### src/rtl/riscv_pkg.sv
// Shared RV32I definitions used by the fetch stage and the execute core.
package riscv_pkg;

  localparam int unsigned XLEN = 32;
  localparam logic [XLEN-1:0] INST_NOP = 32'h0000_0013;
  localparam logic [XLEN-1:0] DEFAULT_RESET_PC = 32'h0000_0000;

  typedef struct packed {
    logic [XLEN-1:0] pc;
    logic [XLEN-1:0] inst;
  } fetch_entry_t;

endpackage

### src/rtl/fetch_fifo.sv
// Synchronous prefetch queue of {pc, inst} entries; flush outranks push/pop.
module fetch_fifo
  import riscv_pkg::*;
#(
  parameter int unsigned DEPTH = 4
) (
  input  logic                     clk,
  input  logic                     rst,
  input  logic                     flush,
  input  logic                     push,
  input  fetch_entry_t             push_data,
  input  logic                     pop,
  output fetch_entry_t             head,
  output logic [$clog2(DEPTH):0]   count
);

  localparam int unsigned AW = $clog2(DEPTH);
  localparam logic [AW-1:0] PTR_ONE = AW'(1);
  localparam logic [AW:0]   CNT_ONE = (AW + 1)'(1);
  localparam logic [AW:0]   FULL    = (AW + 1)'(DEPTH);

  fetch_entry_t    mem [DEPTH];
  logic [AW-1:0]   wr_ptr;
  logic [AW-1:0]   rd_ptr;
  logic            do_push;
  logic            do_pop;

  assign do_pop  = pop && (count != '0);
  // A push into a full queue is allowed only when the head leaves in the same cycle.
  assign do_push = push && ((count != FULL) || do_pop);
  assign head    = mem[rd_ptr];

  always_ff @(posedge clk) begin
    if (rst) begin
      wr_ptr <= '0;
      rd_ptr <= '0;
      count  <= '0;
      for (int unsigned i = 0; i < DEPTH; i++) begin
        mem[i] <= '0;
      end
    end else if (flush) begin
      wr_ptr <= '0;
      rd_ptr <= '0;
      count  <= '0;
    end else begin
      if (do_push) begin
        mem[wr_ptr] <= push_data;
        wr_ptr      <= wr_ptr + PTR_ONE;
      end
      if (do_pop) begin
        rd_ptr <= rd_ptr + PTR_ONE;
      end
      case ({do_push, do_pop})
        2'b10:   count <= count + CNT_ONE;
        2'b01:   count <= count - CNT_ONE;
        default: count <= count;
      endcase
    end
  end

endmodule

### src/rtl/inst_fetch.sv
// Fetch stage: sequential word fetch into a credit-limited prefetch queue,
// with redirect flushing the queue and discarding in-flight responses.
module inst_fetch
  import riscv_pkg::*;
#(
  parameter logic [31:0] RESET_PC = DEFAULT_RESET_PC,
  parameter int unsigned DEPTH    = 4
) (
  input  logic            clk,
  input  logic            rst,
  output logic            imem_req_valid,
  output logic [XLEN-1:0] imem_req_addr,
  input  logic            imem_req_ready,
  input  logic            imem_rsp_valid,
  input  logic [XLEN-1:0] imem_rsp_data,
  input  logic            redirect_valid,
  input  logic [XLEN-1:0] redirect_pc,
  output logic            inst_valid,
  output logic [XLEN-1:0] inst,
  output logic [XLEN-1:0] inst_pc,
  input  logic            inst_ready
);

  localparam int unsigned CW = $clog2(DEPTH) + 1;
  localparam logic [CW-1:0] ONE   = CW'(1);
  localparam logic [CW:0]   LIMIT = (CW + 1)'(DEPTH);

  logic [XLEN-1:0] fetch_pc;
  logic [XLEN-1:0] rsp_pc;
  logic [CW-1:0]   outstanding;
  logic [CW-1:0]   discard;
  logic [CW-1:0]   count;
  logic [CW:0]     credit_used;
  logic            req_fire;
  logic            rsp_seen;
  logic            rsp_keep;
  logic            pop;
  logic [CW-1:0]   rsp_dec;
  logic            unused_redirect_lsbs;
  fetch_entry_t    head;
  fetch_entry_t    push_data;

  assign unused_redirect_lsbs = ^redirect_pc[1:0];

  assign credit_used    = {1'b0, count} + {1'b0, outstanding};
  assign imem_req_valid = !rst && !redirect_valid && (credit_used < LIMIT);
  assign imem_req_addr  = fetch_pc;
  assign req_fire       = imem_req_valid && imem_req_ready;

  // Responses with nothing outstanding are protocol violations and are ignored.
  assign rsp_seen  = imem_rsp_valid && (outstanding != '0);
  assign rsp_keep  = rsp_seen && !redirect_valid && (discard == '0);
  assign rsp_dec   = rsp_seen ? ONE : '0;
  assign pop       = inst_valid && inst_ready && !redirect_valid;
  assign push_data = '{pc: rsp_pc, inst: imem_rsp_data};

  always_ff @(posedge clk) begin
    if (rst) begin
      fetch_pc    <= RESET_PC;
      rsp_pc      <= RESET_PC;
      outstanding <= '0;
      discard     <= '0;
    end else if (redirect_valid) begin
      fetch_pc    <= {redirect_pc[XLEN-1:2], 2'b00};
      rsp_pc      <= {redirect_pc[XLEN-1:2], 2'b00};
      // Everything still in flight after this cycle belongs to the old stream.
      outstanding <= outstanding - rsp_dec;
      discard     <= outstanding - rsp_dec;
    end else begin
      if (req_fire) begin
        fetch_pc <= fetch_pc + 32'd4;
      end
      if (rsp_keep) begin
        rsp_pc <= rsp_pc + 32'd4;
      end
      if (rsp_seen && (discard != '0)) begin
        discard <= discard - ONE;
      end
      case ({req_fire, rsp_seen})
        2'b10:   outstanding <= outstanding + ONE;
        2'b01:   outstanding <= outstanding - ONE;
        default: outstanding <= outstanding;
      endcase
    end
  end

  fetch_fifo #(
    .DEPTH(DEPTH)
  ) u_fifo (
    .clk       (clk),
    .rst       (rst),
    .flush     (redirect_valid),
    .push      (rsp_keep),
    .push_data (push_data),
    .pop       (pop),
    .head      (head),
    .count     (count)
  );

  assign inst_valid = (count != '0);
  assign inst       = head.inst;
  assign inst_pc    = head.pc;

endmodule
### config.mk
export PLATFORM = sky130hd
export DESIGN_NAME = inst_fetch
export DESIGN_NICKNAME = d
export VERILOG_FILES = /design/src/rtl/riscv_pkg.sv /design/src/rtl/fetch_fifo.sv /design/src/rtl/inst_fetch.sv
export SDC_FILE = /design/constraint.sdc
export NUM_CORES = 1
export LEC_CHECK = 0
export ABC_AREA = 1
export CORE_MARGIN = 2
export CORE_UTILIZATION = 45
export DETAILED_ROUTE_END_ITERATION = 10
export PLACE_DENSITY = 0.67
export SLEW_MARGIN = 20
export SYNTH_ARGS = -nofsm -noshare
export SYNTH_HDL_FRONTEND = slang
export SYNTH_SLANG_ARGS = --single-unit
export TNS_END_PERCENT = 100
### constraint.sdc
create_clock -name clk -period 5.7 [get_ports clk]
set_input_delay 0.57 -clock clk [delete_from_list [all_inputs] [get_ports clk]]
set_output_delay 0.57 -clock clk [all_outputs]
set_load 0.02 [all_outputs]
=== After elaboration in Yosys (flattened, before gate mapping) ===
Memory sizes are Yosys's and may differ from the RTL's. A register that Yosys moved wholly into a read port is not among the register bits.
Index checks and enable logic that the tools add are counted.

* Flip-flop bits (word level): 77
* Memories kept: 1
* Memory bits (writable): 256
* Word-level logic and storage cells: 73
* Output and inout bits: 98
* Input bits: 70

{| class="wikitable"
|+ Memory list
! name !! words !! bits a word !! rd ports !! clocked after memory_dff !! wr ports !! RTL line !! text
|-
| u_fifo.mem || 4 || 64 || 1 || 1 || 4 || fetch_fifo.sv:22 || <nowiki>fetch_entry_t mem [DEPTH];</nowiki>
|}

* Add/subtract/negate cells: 11
* Reductions and logical operators: 25
* Muxes and demuxes: 21
* Equality and inequality tests: 5
* $lt $le $gt $ge: 1

{| class="wikitable"
|+ Operator list
! cell !! number
|-
| $mux 32 || 4
|-
| $add 32x3->32 const B || 2
|-
| $mux 64 || 1
|-
| $reduce_or 64->1 || 1
|-
| $pmux 3 s2 || 2
|-
| $reduce_bool 3->1 || 4
|-
| $logic_and 1x1->1 || 11
|-
| $mux 3 || 3
|-
| $sub 3x1->3 const B || 3
|-
| $mux 1 || 8
|-
| $reduce_bool 2->1 || 4
|-
| $add 3x1->3 const B || 2
|-
| $mux 2 || 3
|-
| $add 2x1->2 const B || 2
|-
| $add 3x3->4 || 1
|-
| $eq 2x1->1 const B || 2
|-
| $eq 2x2->1 const B || 2
|-
| $lt 4x3->1 const B || 1
|-
| $logic_not 3->1 || 1
|-
| $ne 3x3->1 const B || 1
|-
| $sub 3x1->3 || 1
|-
| $logic_not 1->1 || 2
|-
| $reduce_or 2->1 || 1
|-
| $logic_or 1x1->1 || 1
|}

=== Depth between registers and ports, before layout ===
Gate-level depths: netlist of the first run.

* Depth after elaboration: 12
* Mapped depth: 12
* Depth with buffers taken out: 11

=== By module ===
A second synthesis of the first run with hierarchy kept.

* Cells, all modules: 1916
* Area, all modules: 16369.4 um2

{| class="wikitable"
|+ Modules (own cells, without submodules)
! module !! seq. area each (um2) !! times used !! cells each !! area each (um2)
|-
| fetch_fifo || 7867.5 || 1 || 1095 || 11597.4
|-
| inst_fetch || 1321.3 || 1 || 821 || 4772.1
|}

=== Least setup slack after synthesis of the first run ===
Ideal clock, no wire load.

* Path type: input port to flip-flop
* From: input redirect_valid
* To: memory u_fifo.mem[0][0] (netlist name) (enable)
* Stages on the path: 5
* Arrival: 5.385 ns
* Data required time: 5.133 ns
* Buffers on the path: 0
* Setup slack: -0.252 ns
* Setup time: 0.567 ns
* Cells stage by stage: inv_2 > nand4_2 > nor2_4 > inv_1 > o21ai_0

{| class="wikitable"
|+ RTL lines
! item !! RTL line !! text
|-
| from (decl) || inst_fetch.sv:16 || <nowiki>input logic redirect_valid,</nowiki>
|-
| to (decl) || fetch_fifo.sv:22 ||
|}

==> results of run 1 <==
## metrics by stage
| step | cell area (sq um) | hold WS [ns] |
|---|---|---|
| 4_1_cts | 18630 | 0.4602 |
| 5_1_grt | 18630 | 0.4659 |
| 2_1_floorplan | 15470 | 0.4356 |
| 6_report | 18630 | 0.4599 |
| 3_5_place_dp | 17420 | 0.4502 |
| 3_3_place_gp | 17420 | 0.4434 |
## path summary, 6_finish.rpt
path                         start                end  slack, ns
setup reg to reg        discard[0]  u_fifo.mem[2][38]       2.53
hold / removal    u_fifo.rd_ptr[1]           register       0.46
hold reg to reg   u_fifo.rd_ptr[1]           register       0.46
setup / recovery          register           inst[11]       1.65
## power by group
group,leakage (uW),internal (uW),switching (uW),total (uW)
Sequential,0.00318,2660,69.8,2730
Combinational,0.00338,227,380,607
Clock,0.000571,1460,939,2400
## layout by cell type (no fill, tap or decap), types with 7 or more instances in the layout
cell type,instances
sky130_fd_sc_hd__ha_1,8
sky130_fd_sc_hd__o21ai_0,183
sky130_fd_sc_hd__nand4_1,10
sky130_fd_sc_hd__a31oi_1,12
sky130_fd_sc_hd__dfxtp_1,73
sky130_fd_sc_hd__inv_2,10
sky130_fd_sc_hd__clkbuf_16,35
sky130_fd_sc_hd__nor2_1,445
sky130_fd_sc_hd__nor3_1,27
sky130_fd_sc_hd__edfxtp_1,248
sky130_fd_sc_hd__nand2_1,255
sky130_fd_sc_hd__a21oi_1,50
sky130_fd_sc_hd__clkbuf_1,8
sky130_fd_sc_hd__inv_1,185
sky130_fd_sc_hd__nand3_1,66
sky130_fd_sc_hd__bufinv_16,7
sky130_fd_sc_hd__buf_4,17
sky130_fd_sc_hd__xor2_1,17
sky130_fd_sc_hd__o22ai_1,66
sky130_fd_sc_hd__clkdlybuf4s50_1,161
## flip-flops by register name (all words and copies together), names as in the netlist, named ones only
signal,count
imem_req_addr,30
u_fifo.rd_ptr,2
rsp_pc,30
discard,3
u_fifo.mem,248
outstanding,3
u_fifo.count,3
u_fifo.wr_ptr,2
## worst max-delay path, delay by kind of cell, from the launching register on
| kind | cells | cell delay, ns |
|---|---|---|
| buffers and inverters | 3 | 1.99 |
| AO/OA/AOI/OAI | 2 | 0.37 |
| flip-flops | 1 | 0.59 |
## synth_stat cells, drive strengths merged (11+ instances only)
cell type  count  area share (%)
edfxtp       248              48
clkbuf        66             1.6
o22ai         66             2.7
nand3         67             2.2
a21oi         50             1.6
a31oi         12            0.49
dfxtp         75             9.7
nand2        261             6.4
nor2         451              11
buf           28             1.1
inv          196             4.8
xor2          17            0.96
nor3          27            0.87
nand4         11            0.49
o21ai        189             6.2
## final cells by class
type	instances	share of cell area [%]
Sequential cell	323	48.06
Multi-Input combinational cell	1179	29.02
Timing Repair Buffer	179	9.442
Clock buffer	43	4.862
Inverter	197	3.976
Tap cell	448	3.009
Clock inverter	20	1.632
## layer usage
metal | vias up | track usage, %
li1 | 6184 | -
met5 | - | 0
met4 | 0 | 6.172
met2 | 527 | 38.08
met1 | 5942 | 30.50
met3 | 64 | 3.225
## kinds of logic after synthesis
logic type | Yosys count
AND/OR/NAND/NOR | 821
AO/OA/AOI/OAI | 326
flip-flops | 323
buffers and inverters | 291
XOR/XNOR | 18
adder cells (fa/ha/maj) | 10
other | 1
==> metrics.txt, run 1 <==
# TYPE chip_impl_metric gauge
chip_impl_metric{name="floorplan.initialDensity",unit="%"} 45.86
chip_impl_metric{name="remaining_drc_errors",unit=""} 0
chip_impl_metric{name="chipWidth",unit="um"} 189.3
chip_impl_info{name="cts_root_buf",value="sky130_fd_sc_hd__clkbuf_16"} 1
chip_impl_metric{name="wire_length_of_the_first_global_routing_pass",unit="mm"} 64.36
chip_impl_metric{name="total_length_of_routed_met2_wires",unit="mm"} 19.30
chip_impl_metric{name="critical_path_required",unit="ns"} 5.13
chip_impl_info{name="synth_top_family_by_area",value="simple AND/OR/NAND/NOR gates"} 1
chip_impl_metric{name="grt_max_degree",unit=""} 91
chip_impl_info{name="top_layer",value="met4"} 1
chip_impl_metric{name="floorplan.core_area",unit="sq um"} 33700
chip_impl_metric{name="synth.ff_latch_count",unit=""} 323
chip_impl_metric{name="whs_path_depth",unit=""} 2
chip_impl_metric{name="row_count",unit=""} 67
chip_impl_metric{name="clockBufferDepth",unit=""} 3
chip_impl_metric{name="worst_slew_pin_slew",unit="ns"} 1.003
chip_impl_metric{name="cts-resized-gates",unit=""} 0
chip_impl_metric{name="post_cts.repair.setup_buffers",unit=""} 0
chip_impl_info{name="grt_setup_unrepaired",value="false"} 1
chip_impl_metric{name="area.sequential",unit="sq um"} 8954
chip_impl_metric{name="area_of_the_multi_input_gates",unit="sq um"} 5408
chip_impl_metric{name="finalSetupViolations",unit=""} 0
chip_impl_metric{name="cts_inserted_buffers",unit=""} 35
chip_impl_info{name="timing.setup.critical_path_class",value="reg -> out"} 1
chip_impl_info{name="cts_tree",value="yes"} 1
chip_impl_info{name="holdCritPathClass",value="reg -> reg"} 1
chip_impl_metric{name="synth_area",unit="sq um"} 15450
chip_impl_metric{name="instances_no_fill",unit=""} 2389
chip_impl_metric{name="synth_warnings",unit=""} 0
chip_impl_metric{name="finalPower",unit="uW"} 5730
chip_impl_metric{name="synth_edf_count",unit=""} 248
chip_impl_metric{name="irDropWorstVdd",unit="mV"} 0.2179
chip_impl_metric{name="dp.cells",unit=""} 2326
chip_impl_metric{name="routed_wirelength",unit="mm"} 41.22
chip_impl_metric{name="fin_setup_tns",unit="ns"} 0
chip_impl_metric{name="layout.filler_cells",unit=""} 3057
chip_impl_metric{name="simple_gate_share_of_the_synthesized_area",unit="%"} 21.30
chip_impl_metric{name="synth_seq_area_share",unit="%"} 57.90
chip_impl_metric{name="critical_path_fanouts_max",unit=""} 69
chip_impl_metric{name="relSlewSlack",unit="%"} 33.16
chip_impl_metric{name="yosys-mux-area-fraction",unit="%"} 0
chip_impl_metric{name="drive_above_1_share",unit="%"} 5.255
chip_impl_metric{name="power-per-cell-area",unit="nW/um^2"} 307.5
chip_impl_metric{name="io_pins",unit=""} 168
chip_impl_metric{name="grtUsageTotal",unit="%"} 22.56
chip_impl_info{name="cp_slowest_cell",value="sky130_fd_sc_hd__clkinv_2"} 1
chip_impl_metric{name="synth-compound-area-share",unit="%"} 11.41
chip_impl_info{name="timing.critical_path.cells",value="clkinv_2 > buf_4 > o21ai_0 > o22ai_1 > clkdlybuf4s50_1"} 1
chip_impl_metric{name="placement.io_buffers",unit=""} 161
chip_impl_metric{name="drv.max_cap_violation_count",unit=""} 0
chip_impl_info{name="worst_setup_path_end_kind",value="primary output"} 1
chip_impl_metric{name="avgViaCountPerCell",unit=""} 5.323
chip_impl_info{name="cp-start-kind",value="register"} 1
chip_impl_metric{name="met3WireLength",unit="mm"} 3.356
chip_impl_metric{name="pre_cts_slack",unit="ns"} 1.631
chip_impl_metric{name="cts.sink_count",unit=""} 323
chip_impl_metric{name="critical-path-max-stage-delay",unit="ns"} 0.81
chip_impl_metric{name="timing.final.max_slew_violations",unit=""} 0
chip_impl_metric{name="synth_xor_xnor_area_share",unit="%"} 1.020
chip_impl_metric{name="total_leakage_power",unit="uW"} 0.007136
chip_impl_metric{name="antenna-diode-count",unit=""} 0
chip_impl_metric{name="critical_path_arrival",unit="ns"} 3.48
chip_impl_metric{name="layout_worst_path_cycle_share",unit="%"} 71.06
chip_impl_metric{name="finalNetCount",unit=""} 1995
chip_impl_metric{name="ffs_w_async_s_r_synth",unit="%"} 0
chip_impl_metric{name="grt_pass1_vias",unit=""} 12270
chip_impl_metric{name="finalWorstPathRequiredPeriod",unit="ns"} 4.051
chip_impl_metric{name="max_clock_freq",unit="MHz"} 246.9
chip_impl_info{name="run_status",value="complete, no violations"} 1
chip_impl_metric{name="r2r_worst_path_depth",unit=""} 11
chip_impl_metric{name="globalRoute.totalOverflow",unit=""} 0
chip_impl_metric{name="flow.area_growth_from_synthesis",unit="%"} 20.56
chip_impl_metric{name="number_of_vias_after_detailed_routing",unit=""} 12720
chip_impl_metric{name="finish.utilization",unit="%"} 55.29
chip_impl_metric{name="finalClockSkew",unit="ns"} 0.02165
chip_impl_metric{name="first_pass_iters",unit=""} 6
chip_impl_metric{name="worstSkewPairLatency",unit="ns"} 0.52
chip_impl_metric{name="cts_hold_repair.buffers",unit=""} 0
chip_impl_metric{name="finalWorstSetupSlack",unit="ns"} 1.649
chip_impl_info{name="ys.flop_type",value="sky130_fd_sc_hd__edfxtp_1"} 1
chip_impl_metric{name="finalHoldViolCount",unit=""} 0
chip_impl_metric{name="gp_congestion",unit=""} 0.9104
chip_impl_metric{name="fp.dieArea",unit="sq um"} 35840
chip_impl_metric{name="synth_cell_type_count",unit=""} 39
chip_impl_metric{name="syn_area_per_cell",unit="sq um"} 8.634
chip_impl_metric{name="cts_max_level",unit=""} 2
chip_impl_metric{name="clkTransAtPathRegs",unit="ns"} 0.06
chip_impl_metric{name="drt.antenna.violating_nets",unit=""} 0
chip_impl_metric{name="synth_fa_ha_area_share",unit="%"} 0.9067
chip_impl_metric{name="detailed_route_iter0_violations",unit=""} 1190
chip_impl_metric{name="routed_length_on_met1",unit="mm"} 17.73
chip_impl_metric{name="grt_antenna_before_repair",unit=""} 0
chip_impl_metric{name="wire_per_inst",unit="um"} 17.25
chip_impl_metric{name="die_h",unit="um"} 189.3
chip_impl_metric{name="hpwlAfterDp",unit="mm"} 25.02
chip_impl_metric{name="netlist_instances",unit=""} 1790
Note: power is estimated with default switching activity, not from simulation.
==> run 2: changes to the inputs <==
clock period = 3.65 ns   (was 5.7 ns; I/O delays follow)
==> run 2 against run 1 <==
Compared with the run above:
- via count grew 1.1%
- highest routed layer unchanged
- flip-flop and latch count unchanged
- register-to-register slack got worse by 1.4 ns
- clock power is 35% higher
- non-clock buffer count increased by 8
- routed wire length grew 0.67%
- first-iteration DRC count shrank 2.3%
- final area down 0.40%
==> metrics.txt, run 2 (same netlist as run 1, synthesis figures left out) <==
# TYPE chip_impl_metric gauge
chip_impl_metric{name="placement.io_buffers",unit=""} 161
chip_impl_metric{name="cts.sink_count",unit=""} 323
chip_impl_metric{name="floorplan.core_area",unit="sq um"} 33700
chip_impl_metric{name="detailed_route_iter0_violations",unit=""} 1163
chip_impl_metric{name="grt_pass1_vias",unit=""} 12280
chip_impl_metric{name="grtUsageTotal",unit="%"} 22.98
chip_impl_metric{name="drv.max_cap_violation_count",unit=""} 0
chip_impl_info{name="cp-start-kind",value="register"} 1
chip_impl_metric{name="critical_path_fanouts_max",unit=""} 27
chip_impl_metric{name="avgViaCountPerCell",unit=""} 5.368
chip_impl_info{name="cts_root_buf",value="sky130_fd_sc_hd__clkbuf_16"} 1
chip_impl_metric{name="wire_per_inst",unit="um"} 17.33
chip_impl_metric{name="max_clock_freq",unit="MHz"} 307.1
chip_impl_metric{name="finish.utilization",unit="%"} 55.06
chip_impl_metric{name="io_pins",unit=""} 168
chip_impl_metric{name="cts_max_level",unit=""} 2
chip_impl_info{name="r2r_start",value="discard[0]"} 1
chip_impl_metric{name="worst_slew_pin_slew",unit="ns"} 0.8386
chip_impl_metric{name="finalWorstPathRequiredPeriod",unit="ns"} 3.256
chip_impl_metric{name="number_of_vias_after_detailed_routing",unit=""} 12850
chip_impl_metric{name="floorplan.initialDensity",unit="%"} 45.86
chip_impl_info{name="layout_commonest_cell",value="sky130_fd_sc_hd__nor2_1"} 1
chip_impl_metric{name="fp.dieArea",unit="sq um"} 35840
chip_impl_metric{name="first_pass_iters",unit=""} 5
chip_impl_metric{name="relSlewSlack",unit="%"} 44.09
chip_impl_metric{name="timing.final.max_slew_violations",unit=""} 0
chip_impl_metric{name="remaining_drc_errors",unit=""} 0
chip_impl_metric{name="worstSkewPairLatency",unit="ns"} 0.51
chip_impl_metric{name="antenna-diode-count",unit=""} 0
chip_impl_metric{name="globalRoute.totalOverflow",unit=""} 0
chip_impl_metric{name="largest_reg_flops",unit=""} 248
chip_impl_metric{name="post_cts.repair.setup_buffers",unit=""} 0
chip_impl_info{name="grt_setup_unrepaired",value="false"} 1
chip_impl_metric{name="gp_congestion",unit=""} 0.9410
chip_impl_metric{name="row_count",unit=""} 67
chip_impl_metric{name="cts-resized-gates",unit=""} 0
chip_impl_metric{name="flow.area_growth_from_synthesis",unit="%"} 20.07
chip_impl_info{name="timing.setup.critical_path_class",value="reg -> out"} 1
chip_impl_info{name="worst_setup_path_end_kind",value="primary output"} 1
chip_impl_metric{name="finalNetCount",unit=""} 2002
chip_impl_metric{name="hpwlAfterDp",unit="mm"} 26.20
chip_impl_metric{name="chipWidth",unit="um"} 189.3
chip_impl_metric{name="grt_antenna_before_repair",unit=""} 0
chip_impl_metric{name="total_leakage_power",unit="uW"} 0.007123
chip_impl_info{name="timing.hold.worst.start",value="u_fifo.rd_ptr[1]"} 1
chip_impl_metric{name="critical_path_arrival",unit="ns"} 2.89
chip_impl_metric{name="power-per-cell-area",unit="nW/um^2"} 455.0
chip_impl_info{name="cts_tree",value="yes"} 1
chip_impl_metric{name="clkTransAtPathRegs",unit="ns"} 0.06
chip_impl_metric{name="finalHoldViolCount",unit=""} 0
chip_impl_metric{name="irDropWorstVdd",unit="mV"} 0.2631
chip_impl_metric{name="finalClockSkew",unit="ns"} 0.02474
chip_impl_metric{name="drt.antenna.violating_nets",unit=""} 0
chip_impl_info{name="most-common-layout-cells",value="445 x sky130_fd_sc_hd__nor2_1, 255 x sky130_fd_sc_hd__nand2_1, 248 x sky130_fd_sc_hd__edfxtp_1"} 1
chip_impl_metric{name="die_h",unit="um"} 189.3
chip_impl_metric{name="fin_setup_tns",unit="ns"} 0
chip_impl_metric{name="cts_hold_repair.buffers",unit=""} 0
chip_impl_metric{name="routed_wirelength",unit="mm"} 41.50
chip_impl_metric{name="layout_worst_path_cycle_share",unit="%"} 89.21
chip_impl_metric{name="drive_above_1_share",unit="%"} 5.293
chip_impl_metric{name="wire_length_of_the_first_global_routing_pass",unit="mm"} 65.26
chip_impl_metric{name="critical_path_required",unit="ns"} 3.28
chip_impl_metric{name="cts_inserted_buffers",unit=""} 34
chip_impl_metric{name="instances_no_fill",unit=""} 2394
chip_impl_info{name="holdCritPathClass",value="reg -> reg"} 1
chip_impl_metric{name="clockBufferDepth",unit=""} 3
chip_impl_metric{name="dp.cells",unit=""} 2334
chip_impl_info{name="run_status",value="complete, no violations"} 1
chip_impl_metric{name="grt_max_degree",unit=""} 125
chip_impl_info{name="largest_register",value="u_fifo.mem"} 1
chip_impl_metric{name="finalSetupViolations",unit=""} 0
## run 2: changes by cell type in the layout (fill, tap and decap cells not counted), moves of 3 or more
cell and change:
sky130_fd_sc_hd__buf_12 +5, sky130_fd_sc_hd__buf_4 +3, sky130_fd_sc_hd__bufinv_16 -6, sky130_fd_sc_hd__clkbuf_1 -3, sky130_fd_sc_hd__clkinv_1 +7, sky130_fd_sc_hd__clkinv_2 +3
sky130_fd_sc_hd__clkinvlp_4 -3
## run 2: layout make-up
cell class / count / area [sq um]
multi-input combinational: 1179 / 5398
inverter: 197 / 740.7
sequential: 323 / 8954
fill: 3081 / 15140
clock inverter: 19 / 113.9
tap: 448 / 560.5
clock buffer: 41 / 908.4
timing repair buffer: 187 / 1882
## run 2: metrics by stage
step / power, uW / setup WS [ns] / cell area (sq um) / hold WS (ns)
floorplan: 4864 / -0.5716 / 15470 / 0.4356
global placement: 5274 / 0.7667 / 17530 / 0.4387
detailed placement: 5290 / 0.7144 / 17530 / 0.4577
CTS: 8498 / 0.3583 / 18560 / 0.4667
global route: 8751 / 0.2284 / 18560 / 0.4912
finish: 8444 / 0.3940 / 18560 / 0.4644
## run 2: where the power goes
part	switching, uW	internal (uW)
Clock	1390	1840
Sequential	109	4150
Combinational	596	363
## run 2: worst max-delay path, stage by stage, from the launching register on
cell,delay (ns)
sky130_fd_sc_hd__dfxtp_2,0.48
sky130_fd_sc_hd__inv_1,0.48
sky130_fd_sc_hd__buf_4,0.40
sky130_fd_sc_hd__o21ai_0,0.15
sky130_fd_sc_hd__o22ai_1,0.22
sky130_fd_sc_hd__clkdlybuf4s50_1,0.65
## run 2: worst paths after layout
kind	slack [ns]	depth (start not counted)	endpoint
max	0.39	5	inst[31]
min	0.46	2	register
max reg2reg	1.10	11	u_fifo.mem[2][4]
min reg2reg	0.46	2	register
## run 2: layer usage
layer	part of all wire, %	vias to the layer above	track usage [%]
li1	-	6204	-
met3	6.7	60	3.003
met5	0	-	0
met2	48	466	39.11
met4	1.8	0	5.397
met1	43	6121	31.34
